### src/rtl/arith_pkg.sv
// Shared binary32 constants and field layout for the arith_* blocks.
package arith_pkg;

    localparam int unsigned FP_BIAS   = 127;
    localparam int unsigned FP_MANT_W = 23;
    localparam int unsigned FP_EXP_W  = 8;
    localparam int unsigned FP_W      = 32;

    // binary32 field layout, MSB first
    typedef struct packed {
        logic                 sign;
        logic [FP_EXP_W-1:0]  exp;
        logic [FP_MANT_W-1:0] mant;
    } fp32_t;

endpackage

### src/rtl/arith_lzc.sv
// Leading-zero counter, purely combinational.
//   in_data : operand, W bits
//   count   : number of leading zeros; all-zero input yields W
module arith_lzc #(
    parameter int W = 32
) (
    input  logic [W-1:0]           in_data,
    output logic [$clog2(W+1)-1:0] count
);

    localparam int unsigned CW = $clog2(W+1);

    // Scan upward so the highest set bit decides the final count
    always_comb begin
        count = CW'(W);
        for (int i = 0; i < W; i++) begin
            if (in_data[i]) begin
                count = CW'(W - 1 - i);
            end
        end
    end

endmodule

### src/rtl/arith_uitofp_pipe.sv
// Unsigned integer to IEEE-754 binary32 converter, 3-stage pipeline with
// valid/ready handshakes at both ends and bubble-collapsing stage enables.
//   clk, rst      : clock, synchronous active-high reset
//   a_valid/a_ready/a_data                 : operand handshake
//   result_valid/result_ready/result_data  : binary32 result handshake
// S1 registers the operand, S2 normalises (leading one removed), S3 rounds
// to nearest-even and packs.
module arith_uitofp_pipe
    import arith_pkg::*;
#(
    parameter int IN_WIDTH  = 32,
    parameter int OUT_WIDTH = 32
) (
    input  logic                 clk,
    input  logic                 rst,
    input  logic                 a_valid,
    output logic                 a_ready,
    input  logic [IN_WIDTH-1:0]  a_data,
    output logic                 result_valid,
    input  logic                 result_ready,
    output logic [OUT_WIDTH-1:0] result_data
);

    localparam int unsigned LZ_W = $clog2(IN_WIDTH + 1);
    // Working width: at least leading one + mantissa + guard
    localparam int unsigned NW   = (IN_WIDTH < 25) ? 25 : IN_WIDTH;
    localparam int unsigned SH_W = 7;
    // Fraction below the leading one is NW-1 bits; sticky covers the low NW-25
    localparam logic [NW-2:0] STICKY_MASK = {(NW-1){1'b1}} >> 24;

    // Elaboration-time parameter checks
    if (IN_WIDTH < 2 || IN_WIDTH > 64) begin : g_bad_in_width
        $fatal(1, "arith_uitofp_pipe: IN_WIDTH must be in 2..64");
    end
    if (OUT_WIDTH != 32) begin : g_bad_out_width
        $fatal(1, "arith_uitofp_pipe: OUT_WIDTH must be 32");
    end

    logic v1, v2, v3;
    logic en1, en2, en3;

    // Bubble-collapsing enables: a stage advances if empty or the next one moves
    assign en3          = !v3 | result_ready;
    assign en2          = !v2 | en3;
    assign en1          = !v1 | en2;
    assign a_ready      = en1;
    assign result_valid = v3;

    // ---------------- S1: operand register ----------------
    logic [IN_WIDTH-1:0] d1;

    always_ff @(posedge clk) begin
        if (rst) begin
            v1 <= 1'b0;
        end else if (en1) begin
            v1 <= a_valid;
        end
    end

    always_ff @(posedge clk) begin
        if (en1) begin
            d1 <= a_data;
        end
    end

    // ---------------- S2: leading-zero count and normalise ----------------
    logic [LZ_W-1:0]     lz_c;
    logic [SH_W-1:0]     shamt_c;
    logic [NW-1:0]       ext_c;
    logic [NW-2:0]       frac_c;
    logic [FP_EXP_W-1:0] exp_c;

    arith_lzc #(.W(IN_WIDTH)) u_lzc (
        .in_data (d1),
        .count   (lz_c)
    );

    // Shift the leading one to bit NW-1 and drop it; zero stays zero
    always_comb begin
        ext_c   = NW'(d1);
        shamt_c = SH_W'(lz_c) + SH_W'(NW - IN_WIDTH);
        frac_c  = (NW-1)'(ext_c << shamt_c);
        if (d1 == '0) begin
            exp_c = '0;
        end else begin
            exp_c = FP_EXP_W'(FP_BIAS + IN_WIDTH - 1) - FP_EXP_W'(lz_c);
        end
    end

    logic [NW-2:0]       frac2;
    logic [FP_EXP_W-1:0] exp2;

    always_ff @(posedge clk) begin
        if (rst) begin
            v2 <= 1'b0;
        end else if (en2) begin
            v2 <= v1;
        end
    end

    always_ff @(posedge clk) begin
        if (en2) begin
            frac2 <= frac_c;
            exp2  <= exp_c;
        end
    end

    // ---------------- S3: round-to-nearest-even and pack ----------------
    logic [FP_MANT_W-1:0] mant_c;
    logic [FP_MANT_W-1:0] mant_r_c;
    logic                 guard_c;
    logic                 sticky_c;
    logic                 round_up_c;
    logic                 carry_c;
    fp32_t                packed_c;

    always_comb begin
        mant_c     = frac2[NW-2 -: FP_MANT_W];
        guard_c    = frac2[NW-25];
        sticky_c   = |(frac2 & STICKY_MASK);
        round_up_c = guard_c & (sticky_c | mant_c[0]);
        // Carry out means mantissa wrapped to zero; bump the exponent instead
        {carry_c, mant_r_c} = {1'b0, mant_c} + (FP_MANT_W+1)'(round_up_c);
        packed_c.sign = 1'b0;
        packed_c.exp  = exp2 + FP_EXP_W'(carry_c);
        packed_c.mant = mant_r_c;
    end

    always_ff @(posedge clk) begin
        if (rst) begin
            v3          <= 1'b0;
            result_data <= '0;
        end else if (en3) begin
            v3 <= v2;
            if (v2) begin
                result_data <= OUT_WIDTH'(packed_c);
            end
        end
    end

endmodule

### config.mk
export PLATFORM = sky130hd
export DESIGN_NAME = arith_uitofp_pipe
export DESIGN_NICKNAME = d
export VERILOG_FILES = /design/src/rtl/arith_pkg.sv /design/src/rtl/arith_lzc.sv /design/src/rtl/arith_uitofp_pipe.sv
export SDC_FILE = /design/constraint.sdc
export NUM_CORES = 1
export LEC_CHECK = 0
export CAP_MARGIN = 20
export CORE_ASPECT_RATIO = 1.5
export CORE_MARGIN = 4
export CORE_UTILIZATION = 45
export CTS_BUF_LIST = sky130_fd_sc_hd__clkbuf_8
export CTS_CLUSTER_DIAMETER = 120
export CTS_CLUSTER_SIZE = 20
export DETAILED_ROUTE_END_ITERATION = 16
export GPL_TIMING_DRIVEN = 0
export PLACE_DENSITY = 0.63
export SKIP_CTS_REPAIR_TIMING = 1
export SLEW_MARGIN = 20
export SYNTH_ARGS = -nofsm -noshare
export SYNTH_HDL_FRONTEND = slang
export SYNTH_HIERARCHICAL = 1
export SYNTH_SLANG_ARGS = --single-unit
### constraint.sdc
create_clock -name clk -period 3.8 [get_ports clk]
set_input_delay 0.76 -clock clk [delete_from_list [all_inputs] [get_ports clk]]
set_output_delay 0.76 -clock clk [all_outputs]
set_load 0.005 [all_outputs]
==> metrics.yaml <==
hold_ws_ns: 0.501
syn_area_per_cell_um2: 11.1
setup_slack_ns: 0.138
drv_cap: 0
drtAntennaViolNets: 0
antenna_cells: 0
area_growth_pct: 20.5
arrival_ns: 3.79
tritoncts: "yes"
ys_ff_latch: 105
yosysSeqAreaShare: 0.463
synth-edff-count: 71
final_cell_area_mm2: 0.00731
slowest_stage: "mux4_2"
die_w_um: 103
ir_drop_v: 0.000185
netlist_instances: 548
cp.buffers_inverters: 2
syn-cell-area_mm2: 0.00607
tightestPinTransition_ns: 1.01
ys_top_cells_by_count: "nor2_1, edfxtp_1, dfxtp_1"
slew_headroom: 0.322
final-setup-viol-count: 0
globalRouteMet2Util: 0.385
met1_usage: 0.216
cpPeakStageDelay_ns: 0.57
port_buffers: 67
cts.sinks: 105
power.density_mw_per_mm2: 350
fin_crit_sh: 0.964
synth_area_leaders: "edfxtp_1, dfxtp_1, mux4_2"
crit_fanout: 10
status: "completed"
place_ws_ns: -1.01
grt_use_met3: 0.0292
clock_latency_ns: 0.38
clock_skew_ns: 0.0128
synthMostInstantiatedCell: "nor2_1"
fmax_mhz: 273
cts_made_buffers: 9
drt_iter0_drc: 235
drive_gt1_frac: 0.160
synthFlopType: "edfxtp_1"
period_needed_ns: 3.66
path_clk_slew_ns: 0.11
nets: 680
cts-root-buf: "clkbuf_8"
drv_slew: 0
cp_cell_sequence: "nor3b_1, nor3_1, o31ai_2, o2111ai_2, a221oi_4, buf_4, buf_2, mux4_2, mux2i_1, o22ai_1, a211o_1"
worstPathRequired_ns: 3.93
critPathKind: "register to register"
drc: 0
dieArea_mm2: 0.0155
grt_pass1_vias: 4729
synth_top_area_frac: 0.351
yosysTopAreaCell: "edfxtp_1"
critPathLaunchType: "register"
start_util: 0.464
dpl_cell_area_mm2: 0.00695
stdcell_count: 804
grt_start_max_net_pins: 40
clk_path_buf_depth: 2
crit_family: "compound AO/OA/AOI/OAI gates"
grt_use_total: 0.212
rows: 51
drt-wirelength-per-cell_um: 19.6
antenna_found_initial: 0
viasPerCell: 6.03
vias: 4850
synth_fp_nets: 588
die_h_um: 150
dp_hpwl_um: 12500
end_kind: "register"
grt-ovfl-total: 0
p_leak_nw: 2.47
grt_busiest_layer: "met2"
globalplace.congestion: 0.913
finalWirelength_um: 15800
ys_types: 65
async_flop_share: 0
place_inst: 774
cts_htree_levels: 3
num_io_pins: 70
synth_warnings: 6
dr.pass1.iters: 4
design.core.area_mm2: 0.0131
min_path_type: "register to register"
final_util: 0.559
grt_pass1_wl_um: 24800
hold_viol: 0
## through the flow
step                setup TNS, ns  power [W]
finish                          0    0.00256
global route             -0.00265    0.00267
CTS                        -19.59    0.00256
detailed placement         -19.15    0.00189
global placement           -17.68    0.00188
floorplan                       0    0.00170
## tightest hold or removal path, delay by kind of cell (launching register included)
| family | cells | cell delay (ns) |
|---|---|---|
| AND/OR/NAND/NOR | 1 | 0.09 |
| flip-flops | 1 | 0.32 |
| AO/OA/AOI/OAI | 1 | 0.05 |
## where the power goes
part | internal, W | switching [W]
combinational | 0.000249 | 0.000219
sequential | 0.00131 | 0.000103
clock | 0.000253 | 0.000418
total | 0.00182 | 0.000741
## final cells by class
class	count	area [um2]
Buffer	34	200
Clock buffer	9	124
Clock inverter	7	61.3
Fill cell	1143	5770
Inverter	11	41.3
Multi-Input combinational cell	398	3100
Sequential cell	105	2810
Tap cell	159	199
Timing Repair Buffer	81	776
## per-layer routing
metal | up-vias | wire length [um]
li1 | 2347 | -
met1 | 2299 | 5440
met4 | 0 | 1180
met5 | - | 0
met2 | 152 | 8550
met3 | 52 | 582
## registers in the layout (all words and copies together) (netlist names)
| register | cells |
|---|---|
| frac2 | 31 |
| exp2 | 8 |
| result_valid | 1 |
| v1 | 1 |
| result_data | 31 |
| d1 | 32 |
| v2 | 1 |
## logic make-up after synthesis
group                      count (synthesis)  synth area share
other                                      1          0.000618
xor gates and xnor gates                  22            0.0317
buffers and inverters                     45            0.0369
and+or+nand+nor                          205             0.170
adders and majority gates                  4           0.00824
muxes                                     59             0.159
DFF                                      105             0.463
AOI/OAI and AO/OA                        107             0.129
## path summary, 6_finish.rpt
kind / startpoint / to / slack [ns] / depth (start not counted)
setup / recovery: d1[0]$_DFFE_PP_ / frac2[25]$_SDFFCE_PP0P_ / 0.14 / 11
setup reg to reg: d1[0]$_DFFE_PP_ / frac2[25]$_SDFFCE_PP0P_ / 0.14 / 11
hold / removal: result_data[13]$_SDFFE_PP0P_ / result_data[13]$_SDFFE_PP0P_ / 0.50 / 2
hold reg to reg: result_data[13]$_SDFFE_PP0P_ / result_data[13]$_SDFFE_PP0P_ / 0.50 / 2
## cell usage in the layout (no fill, tap or decap), types with 12 or more instances in the layout
| cell | instances |
|---|---|
| a21oi_1 | 12 |
| dfxtp_1 | 34 |
| a211oi_1 | 23 |
| clkdlybuf4s50_1 | 67 |
| nor2_1 | 75 |
| edfxtp_1 | 71 |
| nor3_1 | 15 |
| mux4_2 | 29 |
| clkbuf_8 | 12 |
| xnor2_1 | 13 |
| nor4_1 | 20 |
| mux2_2 | 12 |
| nand2_1 | 28 |
| nand3_1 | 13 |
| mux2i_1 | 17 |
| buf_4 | 16 |
| clkbuf_1 | 16 |
Power figures use the tool's default switching activity.
